$ cat config.mk
export PLATFORM = sky130hd
export DESIGN_NAME = alu_arbiter
export DESIGN_NICKNAME = d
export VERILOG_FILES = /design/src/rtl/alu_arb_pkg.sv /design/src/rtl/alu.sv /design/src/rtl/alu_arb_grant.sv /design/src/rtl/alu_arbiter.sv
export SDC_FILE = /design/constraint.sdc
export NUM_CORES = 1
export LEC_CHECK = 0
export ABC_AREA = 1
export CELL_PAD_IN_SITES_DETAIL_PLACEMENT = 0
export CELL_PAD_IN_SITES_GLOBAL_PLACEMENT = 1
export CORE_UTILIZATION = 34
export CTS_BUF_LIST = sky130_fd_sc_hd__clkbuf_4 sky130_fd_sc_hd__clkbuf_8
export DETAILED_ROUTE_END_ITERATION = 12
export GPL_ROUTABILITY_DRIVEN = 0
export GPL_TIMING_DRIVEN = 0
export PLACE_DENSITY_LB_ADDON = 0.1
export SYNTH_ARGS = -nofsm -noshare
export SYNTH_HDL_FRONTEND = slang
export SYNTH_SLANG_ARGS = --single-unit
$ cat constraint.sdc
create_clock -name clk -period 2.5 [get_ports clk]
set_input_delay 0.25 -clock clk [delete_from_list [all_inputs] [get_ports clk]]
set_output_delay 0.25 -clock clk [all_outputs]
set_load 0.01 [all_outputs]
$ cat src/rtl/alu_arb_pkg.sv
// Shared types and constants for the ALU arbiter slice.
//   ALU_DATA_W : operand/result width of the shared ALU
//   ALU_CODE_W : width of the ALU operation code
//   port_id_t  : requester index (0 = instruction datapath, 1 = address/flag unit)
//   ALU_*      : ALU operation codes
package alu_arb_pkg;

    localparam int unsigned ALU_DATA_W = 8;
    localparam int unsigned ALU_CODE_W = 3;

    typedef logic port_id_t;

    localparam logic [ALU_CODE_W-1:0] ALU_ADD = 3'b001;
    localparam logic [ALU_CODE_W-1:0] ALU_SUB = 3'b010;
    localparam logic [ALU_CODE_W-1:0] ALU_AND = 3'b011;
    localparam logic [ALU_CODE_W-1:0] ALU_OR  = 3'b100;
    localparam logic [ALU_CODE_W-1:0] ALU_XOR = 3'b101;

endpackage

$ cat src/rtl/alu.sv
// Shared combinational ALU.
//   a, b  : operands
//   code  : operation code (ALU_* in alu_arb_pkg); unknown codes pass a through
//   out   : result
//   carry : carry out (ADD) / borrow (SUB), 0 otherwise
//   zero  : out == 0
module alu
    import alu_arb_pkg::*;
#(
    parameter int unsigned DATA_W = ALU_DATA_W,
    parameter int unsigned CODE_W = ALU_CODE_W
) (
    input  logic [DATA_W-1:0] a,
    input  logic [DATA_W-1:0] b,
    input  logic [CODE_W-1:0] code,
    output logic [DATA_W-1:0] out,
    output logic              carry,
    output logic              zero
);

    logic [DATA_W:0] wide;

    always_comb begin
        wide = '0;
        case (code)
            ALU_ADD: wide = {1'b0, a} + {1'b0, b};
            ALU_SUB: wide = {1'b0, a} - {1'b0, b};
            ALU_AND: wide = {1'b0, a & b};
            ALU_OR:  wide = {1'b0, a | b};
            ALU_XOR: wide = {1'b0, a ^ b};
            default: wide = {1'b0, a};
        endcase
    end

    assign out   = wide[DATA_W-1:0];
    assign carry = wide[DATA_W];
    assign zero  = (wide[DATA_W-1:0] == '0);

endmodule

$ cat src/rtl/alu_arb_grant.sv
// Eligibility and single-grant selection for the two ALU requesters.
//   clk, rst_n        : clock, asynchronous active-low reset
//   req0/1_valid      : request present
//   busy0/1           : port has an op in flight or an unconsumed result
//   gnt0/1            : grant (at most one set); forced low during reset
// Macro ALU_ARB_FIXED_PRIO_EN: port 0 always wins a tie (no last_grant state).
// Default: round-robin on ties using last_grant (reset to port 1).
module alu_arb_grant
    import alu_arb_pkg::*;
(
    input  logic clk,
    input  logic rst_n,
    input  logic req0_valid,
    input  logic req1_valid,
    input  logic busy0,
    input  logic busy1,
    output logic gnt0,
    output logic gnt1
);

    logic elig0;
    logic elig1;

    assign elig0 = rst_n && req0_valid && !busy0;
    assign elig1 = rst_n && req1_valid && !busy1;

`ifdef ALU_ARB_FIXED_PRIO_EN
    always_comb begin
        gnt0 = elig0;
        gnt1 = elig1 && !elig0;
    end
`else
    port_id_t last_grant;

    always_comb begin
        gnt0 = elig0;
        gnt1 = elig1;
        if (elig0 && elig1) begin
            gnt0 = (last_grant == 1'b1);
            gnt1 = (last_grant == 1'b0);
        end
    end

    // Records every grant so a tie goes to whichever port was served less recently.
    always_ff @(posedge clk or negedge rst_n) begin
        if (!rst_n) begin
            last_grant <= 1'b1;
        end else if (gnt0) begin
            last_grant <= 1'b0;
        end else if (gnt1) begin
            last_grant <= 1'b1;
        end
    end
`endif

endmodule

$ cat src/rtl/alu_arbiter.sv
// Shares one ALU between port 0 (instruction datapath) and port 1
// (address/flag unit). A granted request is registered into the operand
// stage, the ALU result is captured into that port's result register on the
// following edge and held until the requester consumes it.
//   clk, rst_n          : clock, asynchronous active-low reset
//   reqX_valid/ready    : request handshake (ready = grant this cycle)
//   reqX_a/b/code       : operands and ALU operation code
//   rspX_valid/ready    : result handshake
//   rspX_out/carry/zero : held ALU result and flags
// Tie-break policy selected in alu_arb_grant (macro ALU_ARB_FIXED_PRIO_EN).
module alu_arbiter
    import alu_arb_pkg::*;
#(
    parameter int unsigned DATA_W = ALU_DATA_W,
    parameter int unsigned CODE_W = ALU_CODE_W
) (
    input  logic              clk,
    input  logic              rst_n,
    input  logic              req0_valid,
    output logic              req0_ready,
    input  logic [DATA_W-1:0] req0_a,
    input  logic [DATA_W-1:0] req0_b,
    input  logic [CODE_W-1:0] req0_code,
    input  logic              req1_valid,
    output logic              req1_ready,
    input  logic [DATA_W-1:0] req1_a,
    input  logic [DATA_W-1:0] req1_b,
    input  logic [CODE_W-1:0] req1_code,
    output logic              rsp0_valid,
    input  logic              rsp0_ready,
    output logic [DATA_W-1:0] rsp0_out,
    output logic              rsp0_carry,
    output logic              rsp0_zero,
    output logic              rsp1_valid,
    input  logic              rsp1_ready,
    output logic [DATA_W-1:0] rsp1_out,
    output logic              rsp1_carry,
    output logic              rsp1_zero
);

    logic              op_vld;
    port_id_t          op_port;
    logic [DATA_W-1:0] op_a;
    logic [DATA_W-1:0] op_b;
    logic [CODE_W-1:0] op_code;

    logic [DATA_W-1:0] alu_out;
    logic              alu_carry;
    logic              alu_zero;

    logic busy0, busy1;
    logic gnt0, gnt1;

    // A result being consumed this cycle frees the port, letting a new
    // request in on the same edge.
    assign busy0 = (op_vld && op_port == 1'b0) || (rsp0_valid && !rsp0_ready);
    assign busy1 = (op_vld && op_port == 1'b1) || (rsp1_valid && !rsp1_ready);

    alu_arb_grant u_grant (
        .clk        (clk),
        .rst_n      (rst_n),
        .req0_valid (req0_valid),
        .req1_valid (req1_valid),
        .busy0      (busy0),
        .busy1      (busy1),
        .gnt0       (gnt0),
        .gnt1       (gnt1)
    );

    assign req0_ready = gnt0;
    assign req1_ready = gnt1;

    alu #(
        .DATA_W (DATA_W),
        .CODE_W (CODE_W)
    ) u_alu (
        .a     (op_a),
        .b     (op_b),
        .code  (op_code),
        .out   (alu_out),
        .carry (alu_carry),
        .zero  (alu_zero)
    );

    always_ff @(posedge clk or negedge rst_n) begin
        if (!rst_n) begin
            op_vld  <= 1'b0;
            op_port <= 1'b0;
            op_a    <= '0;
            op_b    <= '0;
            op_code <= '0;
        end else begin
            op_vld <= gnt0 || gnt1;
            if (gnt0) begin
                op_port <= 1'b0;
                op_a    <= req0_a;
                op_b    <= req0_b;
                op_code <= req0_code;
            end else if (gnt1) begin
                op_port <= 1'b1;
                op_a    <= req1_a;
                op_b    <= req1_b;
                op_code <= req1_code;
            end
        end
    end

    always_ff @(posedge clk or negedge rst_n) begin
        if (!rst_n) begin
            rsp0_valid <= 1'b0;
            rsp0_out   <= '0;
            rsp0_carry <= 1'b0;
            rsp0_zero  <= 1'b0;
        end else if (op_vld && op_port == 1'b0) begin
            rsp0_valid <= 1'b1;
            rsp0_out   <= alu_out;
            rsp0_carry <= alu_carry;
            rsp0_zero  <= alu_zero;
        end else if (rsp0_ready) begin
            rsp0_valid <= 1'b0;
        end
    end

    always_ff @(posedge clk or negedge rst_n) begin
        if (!rst_n) begin
            rsp1_valid <= 1'b0;
            rsp1_out   <= '0;
            rsp1_carry <= 1'b0;
            rsp1_zero  <= 1'b0;
        end else if (op_vld && op_port == 1'b1) begin
            rsp1_valid <= 1'b1;
            rsp1_out   <= alu_out;
            rsp1_carry <= alu_carry;
            rsp1_zero  <= alu_zero;
        end else if (rsp1_ready) begin
            rsp1_valid <= 1'b0;
        end
    end

endmodule

==> impl_results.md <==
* Die area at 9220 um^2
* Routed len/inst at 13.9 um
* Routed wire length at 8250 um
* Place WS at -0.250 ns
* Psw at 3.11 mW
* Initial DRC Count at 98
* Hpwl dp at 6430 um
* Worst Slack Setup Final at 0.0347 ns
* Critical path, cell by cell: inv_2 > ha_4 > inv_2 > nor3_2 > nand2_1 > o21ai_2 > xor2_1 > inv_1 > ha_4 > nand2_4 > nor2_1 > nand2_1 > nand2_1 > nand2_1 > nand3_2 > nand2_2 > nor2_4 > nand3_2 > nand2_1
* Port bufs at 67
* Cell-internal power at 3.35 mW
* Least-Margin Pin Slew at 0.484 ns
* H-Tree Depth at 2
* Clock Sinks at 44
* Initial core utilization at 0.359
* Num ports at 68
* CTS tree: built
* RSZ-0062 raised after global routing: true
* Post-Syn Instances at 402
* Largest stage delay on the critical path at 0.40 ns
* Finished Core Util at 0.508
* Vias per inst at 4.77
* Cell area after placement at 3820 um^2
* Largest net degree at the start of global routing at 34
* Clock network power share at 0.091
* Via count at 2838
* Sw frac at 0.481
* Flop pwr share at 0.204
* Synthesized flop and latch total at 44
* Hold/Removal Path Class: input port to asynchronous set/reset pin
* CTS Buf Count at 5
* Synth warnings at 0
* MaxCap Viol Count at 0
* Fin area at 4260 um^2
* Root Buffer: clkbuf_8
* Slowest cell on the critical path: dfrtp_1
* Outcome: completed
* Unique masters post-synth at 30
* CP startpoint kind: flip-flop
* Period utilization at 0.986
* WP buf/inv at 3
* Top cell family by delay on the critical path: simple AND/OR/NAND/NOR gates
* Initial antenna violation count at 0
* Post-Layout Cell Count at 595
* CTS Buffer Depth at 2
* GRT Total Usage at 0.186
* Post-synthesis sequential area ratio at 0.367
* Placed cell count at 575
* Die W at 96.0 um
* Clk slew on worst S/H paths at 0.09 ns
* Fin. Hold Viols at 0
* Cell Rows at 33
* Slew margin rel. at 0.678
* Worst Path Required at 2.74 ns
* Grt total ovfl at 0
* Final hold slack at 0.0346 ns
* Syn_area_per_cell at 7.48 um^2
* Share of cells above drive strength 1 at 0.190
* Setup violators final at 0
* Top cell by count, worst path: nand2_1
* Pins over their slew limit at 0
* Crit path arrival time at 2.71 ns
* Power share of the combinational group at 0.705
* Crit end category: flip-flop
* Routed Antenna Nets at 0
* Final Skew at 0.00958 ns
* Layout area overhead at 41.8%
* Fmax at 406 MHz
* Vias in the first global route at 2727
* Router iterations before antenna repair at 4
* Tmin final at 2.47 ns
* Syn Std Cell Area at 3010 um^2
* Final Net Count at 559
* Crit Path Category: flip-flop to flip-flop
* Leak Pwr at 2.04 nW
* Max Fanout on Critical Path at 4
* First-pass GRT wire length at 13100 um
* Worst VDD drop at 0.467 mV
* Post-Synthesis Net Count at 472
* Skew-Pair Late Insertion Delay at 0.30 ns
* Inserted Diodes at 0
* DRC viols at 0
* Core ar. at 8380 um^2
* Die Ht at 96.0 um
* Power density over the cells at 1520 nW/um^2
## cell families after synthesis
family / share of synthesized area
AO/OA/AOI/OAI: 0.122
XOR/XNOR: 0.0204
adder cells (fa/ha/maj): 0.111
buffers and inverters: 0.0958
flip-flops: 0.367
AND/OR/NAND/NOR: 0.284
## worst reg2reg max path, stage by stage (launching register included)
cell,delay (ns)
dfrtp_1,0.40
inv_2,0.10
ha_4,0.13
inv_2,0.03
nor3_2,0.18
nand2_1,0.12
o21ai_2,0.17
xor2_1,0.15
inv_1,0.09
ha_4,0.30
nand2_4,0.05
nor2_1,0.08
nand2_1,0.07
nand2_1,0.06
nand2_1,0.05
nand3_2,0.08
nand2_2,0.06
nor2_4,0.15
nand3_2,0.08
nand2_1,0.06
## metal layers
layer / up-vias / part of all wire / global-route usage
met4: 0 / 0.0030 / 0.0286
met3: 2 / 0.032 / 0.0292
met5: - / 0 / 0
met2: 63 / 0.47 / 0.310
met1: 1289 / 0.49 / 0.257
li1: 1484 / - / -
## synthesized netlist by cell type
cell type / n / area share
a21oi_1: 24 / 0.040
a31oi_1: 5 / 0.010
buf_2: 6 / 0.010
buf_6: 3 / 0.011
clkbuf_1: 4 / 0.0050
dfrtp_1: 43 / 0.36
dfstp_2: 1 / 0.0087
fa_1: 1 / 0.0067
ha_1: 25 / 0.10
inv_1: 46 / 0.057
inv_2: 4 / 0.0050
inv_4: 2 / 0.0042
inv_6: 1 / 0.0029
nand2_1: 97 / 0.12
nand2_2: 3 / 0.0062
nand2_4: 2 / 0.0075
nand3_1: 21 / 0.035
nand3_2: 2 / 0.0067
nand3_4: 1 / 0.0058
nand3b_1: 3 / 0.0075
nand4_1: 9 / 0.019
nor2_1: 43 / 0.054
nor2_2: 6 / 0.012
nor3_1: 3 / 0.0050
o211ai_1: 1 / 0.0025
o21ai_0: 17 / 0.028
o21ai_1: 1 / 0.0017
o22ai_1: 19 / 0.040
or2_2: 2 / 0.0042
xor2_1: 7 / 0.020
## through the flow
stage          power, mW  setup TNS (ns)
2_1_floorplan       3.88               0
3_3_place_gp        4.99          -31.84
3_5_place_dp        5.02          -0.644
4_1_cts             5.90               0
5_1_grt             7.13          -0.612
6_report            6.46               0
## cell usage in the layout, fill, tap and decap left out, types with 5 or more instances in the layout
| master | count |
|---|---|
| inv_2 | 10 |
| nand2_2 | 12 |
| nor2_1 | 41 |
| inv_1 | 40 |
| ha_1 | 20 |
| xor2_1 | 7 |
| nand4_1 | 9 |
| nor2_2 | 6 |
| ha_4 | 5 |
| a21oi_1 | 21 |
| buf_2 | 5 |
| nand3_1 | 14 |
| dfrtp_1 | 42 |
| o22ai_1 | 19 |
| nand3_2 | 9 |
| clkbuf_8 | 7 |
| o21ai_0 | 15 |
| nand2_1 | 87 |
| a31oi_1 | 5 |
| buf_4 | 10 |
| clkdlybuf4s50_1 | 66 |
## sequential cells by signal (all words and copies together), names as in the netlist
register and count:
op_a 8, op_b 8, rsp0_out 8, rsp1_out 8, op_code 3, op_port 1, op_vld 1, rsp0_carry 1
rsp0_valid 1, rsp0_zero 1, rsp1_carry 1, rsp1_valid 1, rsp1_zero 1, u_grant.last_grant 1
## timing repair
item | 4_1_cts | 5_1_grt
hold buffers | 2 | 0
gates resized for setup | 12 | 40
endpoints found under the hold margin | 10 | 0
setup endpoints to repair | 6 | 12
pin swaps | 5 | 25
setup buffers | 5 | 6
## power groups by stage
stage          clock network (mW)  registers, mW  logic (mW)
3_5_place_dp                    0           1.30        3.72
5_1_grt                     0.631           1.36        5.14
2_1_floorplan                   0           1.32        2.56
4_1_cts                     0.601           1.29        4.01
3_3_place_gp                    0           1.29        3.70
6_report                    0.591           1.32        4.56
## path summary, 6_finish.rpt
kind / startpoint / endpoint / slack, ns / cells past startpoint
max: op_b[0] / rsp0_zero / 0.03 / 19
min: rst_n / rsp1_zero / 0.03 / 3
max reg2reg: op_b[0] / rsp0_zero / 0.03 / 19
min reg2reg: rsp0_zero / rsp0_zero / 0.48 / 2
max in group asynchronous: rst_n / op_b[2] / 1.67 / 2
min in group clk: rsp0_zero / rsp0_zero / 0.48 / 2
## final cells by class
type	instances	area [um^2]
Inverter	53	209
Timing Repair Buffer	81	802
Buffer	12	76.3
Sequential cell	44	1100
Multi-Input combinational cell	292	1810
Tap cell	105	131
Clock buffer	7	96.3
Fill cell	848	4120
Clock inverter	1	30.0
Note: power is estimated with default switching activity, not from simulation.
